--- config.mk ---
export PLATFORM = sky130hd
export DESIGN_NAME = pipe_hazard_ctrl
export DESIGN_NICKNAME = d
export VERILOG_FILES = /design/src/rtl/pipe_hazard_ctrl.sv
export SDC_FILE = /design/constraint.sdc
export NUM_CORES = 1
export LEC_CHECK = 0
export ABC_AREA = 1
export BUFFER_PORTS_ARGS = -buffer_cell sky130_fd_sc_hd__buf_2
export CAP_MARGIN = 10
export CORE_MARGIN = 3
export CORE_UTILIZATION = 35
export DETAILED_ROUTE_END_ITERATION = 12
export PLACE_DENSITY = 0.69
export SLEW_MARGIN = 30
export SYNTH_ARGS = -nofsm -noshare
export SYNTH_HDL_FRONTEND = slang
export SYNTH_SLANG_ARGS = --single-unit
--- constraint.sdc ---
create_clock -name clk -period 2.3 [get_ports clk]
set_clock_uncertainty 0.05 [all_clocks]
set_input_delay 0.23 -clock clk [delete_from_list [all_inputs] [get_ports clk]]
set_output_delay 0.23 -clock clk [all_outputs]
set_load 0.005 [all_outputs]
--- src/rtl/pipe_hazard_ctrl.sv ---
// -----------------------------------------------------------------------------
// pipe_hazard_ctrl
//
// Pipeline control unit for a F/D -> D/E -> E/W pipeline. Generates the 2-bit
// update commands for the three pipeline registers (00 hold, 01 advance,
// 10 flush to bubble) and the PC enable / redirect. It resolves load-use
// stalls, taken-branch redirects, multi-cycle execute operations and the
// stop/resume halt.
//
// Outputs are combinational from the registered state, the down-counter and
// the inputs. Only the state and the counter are registered.
//
// Ports:
//   clk          clock, all state on the rising edge
//   rstn         asynchronous active-low reset
//   imem_ready   fetch stage holds a valid instruction
//   d_rs, d_rt   D-stage source registers; d_rs_used / d_rt_used qualify them
//   de_rd        E-stage destination register
//   de_rw        E-stage write kind: bit0 register write, bit1 load
//   de_counter   extra E cycles needed by the E instruction (0 = single cycle)
//   de_taken     E instruction is a taken branch / jump
//   de_stop      E instruction is stop
//   resume       leave HALT
//   fd_update, de_update, ew_update   pipeline register commands
//   pc_en        PC loads this cycle
//   pc_redirect  PC loads the E-stage target instead of PC+4
//   halted       controller is in HALT
//
// Optional feature (macro HAZ_PERF_EN): adds 32-bit saturating counters
//   perf_stall   cycles with pc_en=0 while not halted and out of reset
//   perf_flush   cycles with pc_redirect=1
// -----------------------------------------------------------------------------
module pipe_hazard_ctrl #(
   parameter int CNT_W = 5
) (
   input  logic             clk,
   input  logic             rstn,
   input  logic             imem_ready,
   input  logic [4:0]       d_rs,
   input  logic [4:0]       d_rt,
   input  logic             d_rs_used,
   input  logic             d_rt_used,
   input  logic [4:0]       de_rd,
   input  logic [1:0]       de_rw,
   input  logic [CNT_W-1:0] de_counter,
   input  logic             de_taken,
   input  logic             de_stop,
   input  logic             resume,
   output logic [1:0]       fd_update,
   output logic [1:0]       de_update,
   output logic [1:0]       ew_update,
   output logic             pc_en,
   output logic             pc_redirect,
   output logic             halted
`ifdef HAZ_PERF_EN
   ,
   output logic [31:0]      perf_stall,
   output logic [31:0]      perf_flush
`endif
);

   localparam logic [1:0] UPD_HOLD  = 2'b00;
   localparam logic [1:0] UPD_ADV   = 2'b01;
   localparam logic [1:0] UPD_FLUSH = 2'b10;

   typedef enum logic [1:0] {
      ST_RUN   = 2'd0,
      ST_MULTI = 2'd1,
      ST_HALT  = 2'd2
   } state_e;

   state_e           state_q, state_d;
   logic [CNT_W-1:0] cnt_q, cnt_d;

   logic load_use;
   logic decide;

   // A load whose result is needed by D cannot be forwarded until it reaches W.
   // Register 0 is hard-wired, so it never creates a dependency.
   assign load_use = de_rw[1] && (de_rd != 5'd0) &&
                     ((d_rs_used && (d_rs == de_rd)) ||
                      (d_rt_used && (d_rt == de_rd)));

   // The normal priority decision runs in RUN and in the last MULTI cycle.
   assign decide = (state_q == ST_RUN) ||
                   ((state_q == ST_MULTI) && (cnt_q == '0));

   always_comb begin
      // NOTE: every output and next-state variable gets a default first so no
      // path through the decision logic can leave one unassigned (no latches).
      state_d     = state_q;
      cnt_d       = cnt_q;
      fd_update   = UPD_HOLD;
      de_update   = UPD_HOLD;
      ew_update   = UPD_HOLD;
      pc_en       = 1'b0;
      pc_redirect = 1'b0;
      halted      = 1'b0;

      if (state_q == ST_HALT) begin
         ew_update = UPD_FLUSH;
         halted    = 1'b1;
         if (resume) state_d = ST_RUN;
      end else if (!decide) begin
         // Multi-cycle op still busy: freeze F/D and D/E, feed W bubbles.
         ew_update = UPD_FLUSH;
         cnt_d     = cnt_q - CNT_W'(1);
      end else begin
         state_d = ST_RUN;
         if (de_stop) begin
            de_update = UPD_FLUSH;
            ew_update = UPD_ADV;
            state_d   = ST_HALT;
         end else if ((state_q == ST_RUN) && (de_counter != '0)) begin
            // First E cycle of a multi-cycle op; the op is written back only
            // in its final cycle, so W receives a bubble now.
            ew_update = UPD_FLUSH;
            cnt_d     = de_counter - CNT_W'(1);
            state_d   = ST_MULTI;
         end else if (de_taken) begin
            fd_update   = UPD_FLUSH;
            de_update   = UPD_FLUSH;
            ew_update   = UPD_ADV;
            pc_en       = 1'b1;
            pc_redirect = 1'b1;
         end else if (load_use) begin
            de_update = UPD_FLUSH;
            ew_update = UPD_ADV;
         end else if (!imem_ready) begin
            fd_update = UPD_FLUSH;
            de_update = UPD_ADV;
            ew_update = UPD_ADV;
         end else begin
            fd_update = UPD_ADV;
            de_update = UPD_ADV;
            ew_update = UPD_ADV;
            pc_en     = 1'b1;
         end
      end

      // Outputs are forced quiet while reset is asserted, independent of the
      // inputs, so nothing moves until the reset is released.
      if (!rstn) begin
         fd_update   = UPD_HOLD;
         de_update   = UPD_HOLD;
         ew_update   = UPD_HOLD;
         pc_en       = 1'b0;
         pc_redirect = 1'b0;
         halted      = 1'b0;
      end
   end

   // NOTE: sequential state uses non-blocking assignments so every flop samples
   // values from before the clock edge, independent of statement order.
   always_ff @(posedge clk or negedge rstn) begin
      if (!rstn) begin
         state_q <= ST_RUN;
         cnt_q   <= '0;
      end else begin
         state_q <= state_d;
         cnt_q   <= cnt_d;
      end
   end

`ifdef HAZ_PERF_EN
   logic [31:0] perf_stall_q, perf_stall_d;
   logic [31:0] perf_flush_q, perf_flush_d;

   always_comb begin
      perf_stall_d = perf_stall_q;
      perf_flush_d = perf_flush_q;
      if (rstn && !pc_en && !halted && (perf_stall_q != 32'hFFFF_FFFF))
         perf_stall_d = perf_stall_q + 32'd1;
      if (pc_redirect && (perf_flush_q != 32'hFFFF_FFFF))
         perf_flush_d = perf_flush_q + 32'd1;
   end

   always_ff @(posedge clk or negedge rstn) begin
      if (!rstn) begin
         perf_stall_q <= '0;
         perf_flush_q <= '0;
      end else begin
         perf_stall_q <= perf_stall_d;
         perf_flush_q <= perf_flush_d;
      end
   end

   assign perf_stall = perf_stall_q;
   assign perf_flush = perf_flush_q;
`endif

endmodule
* Word level (Yosys, flattened, before mapping) *
Cells that the tools add are included.

operators by class
  add/sub/neg operators = 2
  multipliers = 0
  divide/modulo/power cells = 0
  magnitude comparators = 0
  equal/unequal tests = 7
  shift-type cells = 0
  multiplexer cells = 44
  bitwise gates (word level) = 1
  reductions and logical operators = 15

operators with widths
  cell                                                                   number
  2-bit 2-to-1 mux                                                       24
  1-bit 2-to-1 mux                                                       17
  5-bit 2-to-1 mux                                                       3
  5-bit equality test                                                    2
  5-bit nonzero test                                                     2
  5-bit by 1-bit subtractor with 5-bit output, second input constant     2
  1-bit logical AND                                                      6
  5-bit zero test                                                        1
  2-bit != test, second input constant                                   2
  3-bit AND reduction                                                    1
  2-bit by 1-bit equality test with 1-bit output, second input constant  1
  2-bit equality test, second input constant                             1
  2-bit zero test                                                        1
  1-bit logical OR                                                       2
  2-bit by 1-bit != test with 1-bit output, second input constant        1
  2-bit AND reduction                                                    1
  2-bit nonzero test                                                     1
  1-bit NOT                                                              1

word-level totals
  bits in registers = 7
  latch bits = 0
  memory bits (writable) = 0
  memory bits (read-only) = 0
  bits of input ports = 30
  output and inout bits = 9
  word-level logic and storage cells = 71
  memories kept = 0

* Depth between registers and ports, before layout *
  depth in word-level cells = 11
  depth in mapped cells = 13
  mapped depth without buffers = 12

* Worst setup path before layout *
Ideal clock, no wire load.

  kind = reg2reg
  start point = register state_q[0]
  end point = register cnt_q[2]
  setup time = 0.082 ns
  arrival = 1.498 ns
  setup slack = 0.670 ns
  stages on the path, launching flop included = 11
  buffers on the path = 1
  period minus slack after synthesis = 1.630 ns
  cell sequence = dfrtp_1 nand2_1 nor2_2 nand2_2 nand2_4 buf_12 nand2_2 nand2_4 ha_1 or2_1 a31oi_1

on the way
  cells in the longest elaborated chain, start to end = 5

RTL lines
  what                                                                                        line  text
  start: declaration                                                                          72    state_e state_q, state_d;
  start signal: assignment                                                                    160   state_q <= state_d;
  2-bit by 1-bit equality test with 1-bit output                                              86    ((state_q == ST_MULTI) && (cnt_q == '0));
  1-bit logical AND                                                                           86
  1-bit logical OR                                                                            85    assign decide = (state_q == ST_RUN) ||
  2-bit by 1-bit != test with 1-bit output (no line) / 2-bit != test (equally long branches)  --
  3-bit AND reduction (no line)                                                               --
  end signal: assignment                                                                      161   cnt_q <= cnt_d;
  end: declaration                                                                            73    logic [CNT_W-1:0] cnt_q, cnt_d;

Several ways; a longest one is shown, not always the timed one.
A chain may end at the register's enable or synchronous reset.

* Worst setup path after layout *
  start point = register cnt_q[4]
  end point = output port fd_update[1]

on the way
  cells in the longest elaborated chain, start to end = 6

RTL lines
  what               line  text
  5-bit zero test    86
  1-bit logical AND  86
  1-bit logical OR   85
  2-bit 2-to-1 mux   104   end else if (!decide) begin
  2-bit 2-to-1 mux   100   if (state_q == ST_HALT) begin
  2-bit 2-to-1 mux   143   if (!rstn) begin
  end: declaration   49    output logic [1:0] fd_update,

No other way between the ends.

==> impl_metrics.prom <==
# TYPE chip_impl_metric gauge
chip_impl_info{name="ys_dominant_reg_cell",value="sky130_fd_sc_hd__dfrtp_1"} 1
chip_impl_metric{name="cellLeakagePower",unit="nW"} 0.6146
chip_impl_metric{name="antennaDiodeCount",unit=""} 0
chip_impl_metric{name="cp.required",unit="ns"} 2.02
chip_impl_metric{name="detail_route.first_pass.iterations",unit=""} 6
chip_impl_metric{name="synth_cells",unit=""} 132
chip_impl_metric{name="cts_inserted_buffers",unit=""} 3
chip_impl_metric{name="timing.critical_path.arrival",unit="ns"} 1.64
chip_impl_info{name="timing_worst_setup_path_type",value="flop to output port"} 1
chip_impl_info{name="ys_top_cells_by_area",value="sky130_fd_sc_hd__dfrtp_1 (21%), sky130_fd_sc_hd__nand2_1 (14%), sky130_fd_sc_hd__inv_1 (9.1%), sky130_fd_sc_hd__nand3_1 (7.3%), sky130_fd_sc_hd__nor2_1 (7.3%)"} 1
chip_impl_info{name="tritoncts_clock_tree",value="built"} 1
chip_impl_metric{name="max_stage_delay",unit="ns"} 0.38
chip_impl_metric{name="timing.final.setup_violations",unit=""} 0
chip_impl_metric{name="wire_per_inst",unit="um"} 9.315
chip_impl_metric{name="avgSynthCellArea",unit="um^2"} 6.247
chip_impl_metric{name="mappedNetlistNets",unit=""} 163
chip_impl_metric{name="tns",unit="ns"} 0
chip_impl_metric{name="core_region_area",unit="um^2"} 2102
chip_impl_info{name="synth_top_cell_by_area",value="sky130_fd_sc_hd__dfrtp_1"} 1
chip_impl_metric{name="yosys_register_bits",unit=""} 7
chip_impl_metric{name="portion_of_synthesized_cell_area_occupied_by_the_leading_cell_type",unit="%"} 21.24
chip_impl_metric{name="synth-seq-area-share",unit="%"} 21.24
chip_impl_metric{name="max-slew-margin-rel",unit="%"} 85.83
chip_impl_metric{name="syn_area",unit="um^2"} 824.5
chip_impl_metric{name="worst_slew_pin_slew",unit="ns"} 0.2117
chip_impl_metric{name="final-hold-violation-count",unit=""} 0
chip_impl_metric{name="num_vias",unit=""} 913
chip_impl_metric{name="grt_pass1_vias",unit=""} 836
chip_impl_metric{name="drt_wl_total",unit="um"} 1863
chip_impl_metric{name="row_count",unit=""} 16
chip_impl_metric{name="cts.repair_timing.setup_buffer_count",unit=""} 0
chip_impl_metric{name="period_minus_slack",unit="ns"} 1.922
chip_impl_metric{name="routed_via_density",unit=""} 4.565
chip_impl_metric{name="clk_pin_slew_worst_paths",unit="ns"} 0.05
chip_impl_metric{name="post_route_utilization",unit="%"} 50.42
chip_impl_info{name="hp-class",value="primary input to flop"} 1
chip_impl_metric{name="floorplan.die.height",unit="um"} 54.54
chip_impl_metric{name="post-route-drc-count",unit=""} 0
chip_impl_info{name="crit_path_cell_trace",value="inv_2 > nand2_1 > nor2_1 > nand2_2 > nand2_4 > nand4_4 > nor2_1 > nand2_1 > nand2_1 > buf_2"} 1
chip_impl_metric{name="cts.sink_count",unit=""} 7
chip_impl_metric{name="areaGrowthSynthToFinish",unit="%"} 28.53
chip_impl_metric{name="number_of_maximum_capacitance_violations",unit=""} 0
chip_impl_metric{name="grt_antenna_before_repair",unit=""} 0
chip_impl_metric{name="number_of_flops_mapped_to_enable_cells_by_yosys",unit=""} 0
chip_impl_metric{name="yosys_warnings",unit=""} 0
chip_impl_info{name="rsz0062_at_grt",value="false"} 1
chip_impl_info{name="critical-path-slowest-cell",value="sky130_fd_sc_hd__dfrtp_1"} 1
chip_impl_metric{name="grt_start_max_net_pins",unit=""} 12
chip_impl_metric{name="post_cts_resized",unit=""} 0
chip_impl_info{name="yosys-top-cells-count",value="sky130_fd_sc_hd__nand2_1 (30), sky130_fd_sc_hd__inv_1 (20), sky130_fd_sc_hd__nor2_1 (16)"} 1
chip_impl_metric{name="max_clock_freq",unit="MHz"} 520.2
chip_impl_metric{name="power.density",unit="nW/um^2"} 910.2
chip_impl_info{name="worst_setup_path_end_kind",value="output port"} 1
chip_impl_metric{name="post_route_ant_nets",unit=""} 0
chip_impl_metric{name="detailed_place_hpwl",unit="um"} 1664
chip_impl_metric{name="grt_pass1_wl",unit="um"} 3167
chip_impl_info{name="cts-root-buf",value="sky130_fd_sc_hd__clkbuf_4"} 1
chip_impl_info{name="cpMostUsedCell",value="sky130_fd_sc_hd__nand2_1"} 1
chip_impl_metric{name="vdd_ir_drop_max",unit="mV"} 0.3674
chip_impl_metric{name="overflow",unit=""} 0
chip_impl_info{name="critPathLaunchType",value="flop"} 1
chip_impl_metric{name="grt_use_total",unit="%"} 14.25
chip_impl_metric{name="port-buffer-count",unit=""} 37
chip_impl_info{name="status",value="finished clean"} 1
chip_impl_metric{name="layout_net_count",unit=""} 205
chip_impl_metric{name="gp_routability_congestion",unit=""} 0.8135
chip_impl_metric{name="cts_max_level",unit=""} 1
chip_impl_metric{name="die_width",unit="um"} 54.54
chip_impl_metric{name="final_max_slew_viols",unit=""} 0
chip_impl_metric{name="fin_crit_sh",unit="%"} 83.57
chip_impl_metric{name="drt_iter0_markers",unit=""} 15
chip_impl_metric{name="clock_network_latency_to_the_later_pin_of_the_worst_skew_pair",unit="ns"} 0.24
chip_impl_metric{name="floorplan.initialDensity",unit="%"} 39.23
chip_impl_metric{name="cts_hold_buffers",unit=""} 1
chip_impl_metric{name="final_layout_size_suffix_gt1_share",unit="%"} 35.26
chip_impl_metric{name="proportion_of_synthesized_flip_flops_having_asynchronous_set_or_reset",unit="%"} 100.0
chip_impl_info{name="synthMostInstantiatedCell",value="sky130_fd_sc_hd__nand2_1"} 1
chip_impl_metric{name="cts-root-to-sink-buffers",unit=""} 2
chip_impl_metric{name="ys_types",unit=""} 26
chip_impl_metric{name="die_area",unit="um^2"} 2974
chip_impl_metric{name="io-pin-count",unit=""} 39
chip_impl_metric{name="critPathMaxFanout",unit=""} 11
## cell usage in the layout, fill, tap and decap left out, types with 2 or more instances in the layout
cell,n
sky130_fd_sc_hd__a21oi_1,3
sky130_fd_sc_hd__buf_2,37
sky130_fd_sc_hd__clkbuf_4,3
sky130_fd_sc_hd__dfrtp_1,7
sky130_fd_sc_hd__inv_1,20
sky130_fd_sc_hd__inv_2,5
sky130_fd_sc_hd__nand2_1,30
sky130_fd_sc_hd__nand2_2,7
sky130_fd_sc_hd__nand2_4,3
sky130_fd_sc_hd__nand3_1,12
sky130_fd_sc_hd__nand4_1,3
sky130_fd_sc_hd__nor2_1,16
sky130_fd_sc_hd__nor3_1,2
sky130_fd_sc_hd__o21ai_0,8
sky130_fd_sc_hd__xnor2_1,2
sky130_fd_sc_hd__xor2_1,2
## cell type report
class	count	area, um^2
Sequential cell	7	175.2
Multi-Input combinational cell	99	535.5
Clock buffer	4	26.28
Timing Repair Buffer	38	195.2
Inverter	25	93.84
Tap cell	27	33.78
Fill cell	223	1042
## sequential cells by signal (all words and copies together), names as in the netlist
| signal | cells |
|---|---|
| cnt_q | 5 |
| state_q | 2 |
## critical path, delay by kind of cell, from the launching register on
kind                   cells  cell delay (ns)
flip-flops                 1             0.38
AND/OR/NAND/NOR            8             0.83
buffers and inverters      2             0.18
## logic make-up after synthesis
group	count (synthesis)	synth area share, %
simple gates	80	49.93
fa+ha+maj	1	1.517
compound gates	14	9.257
xor+xnor	4	4.250
flops	7	21.24
buf+inv	26	13.81
## stage by stage
step	hold slack, ns	cells	cell area (um^2)	setup slack [ns]	power, mW
3_3_place_gp	0.04164	195	1023	0.6179	0.8524
2_1_floorplan	-0.1156	132	824.5	0.6698	0.7496
6_report	0.1151	200	1060	0.3778	0.9646
5_1_grt	0.1127	200	1060	0.1900	1.080
3_5_place_dp	0.04519	195	1023	0.6007	0.8621
4_1_cts	0.1097	200	1060	0.3610	0.9757
## metal layers
layer / track usage [%] / routed length [um] / vias to the layer above
met1: 16.58 / 839 / 387
met4: 4.979 / 0 / 0
li1: - / - / 500
met5: 0 / 0 / -
met2: 26.49 / 916 / 26
met3: 1.635 / 107 / 0
## path summary, 6_finish.rpt
path	from	endpoint	slack, ns	cells past startpoint
setup / recovery	cnt_q[4]	fd_update[1]	0.38	10
hold / removal	resume	state_q[1]	0.12	2
setup reg to reg	state_q[0]	cnt_q[2]	0.60	9
hold reg to reg	cnt_q[1]	cnt_q[1]	0.44	2
max in group asynchronous	rstn	state_q[1]	1.70	2
min in group asynchronous	rstn	cnt_q[4]	0.32	2
## where the power goes
| group | switching [mW] | total, mW | internal (mW) |
|---|---|---|---|
| sequential | 0.0415 | 0.231 | 0.190 |
| clock | 0.0407 | 0.107 | 0.0659 |
| combinational | 0.383 | 0.627 | 0.243 |
No activity file was read; power rests on OpenSTA's default activity.
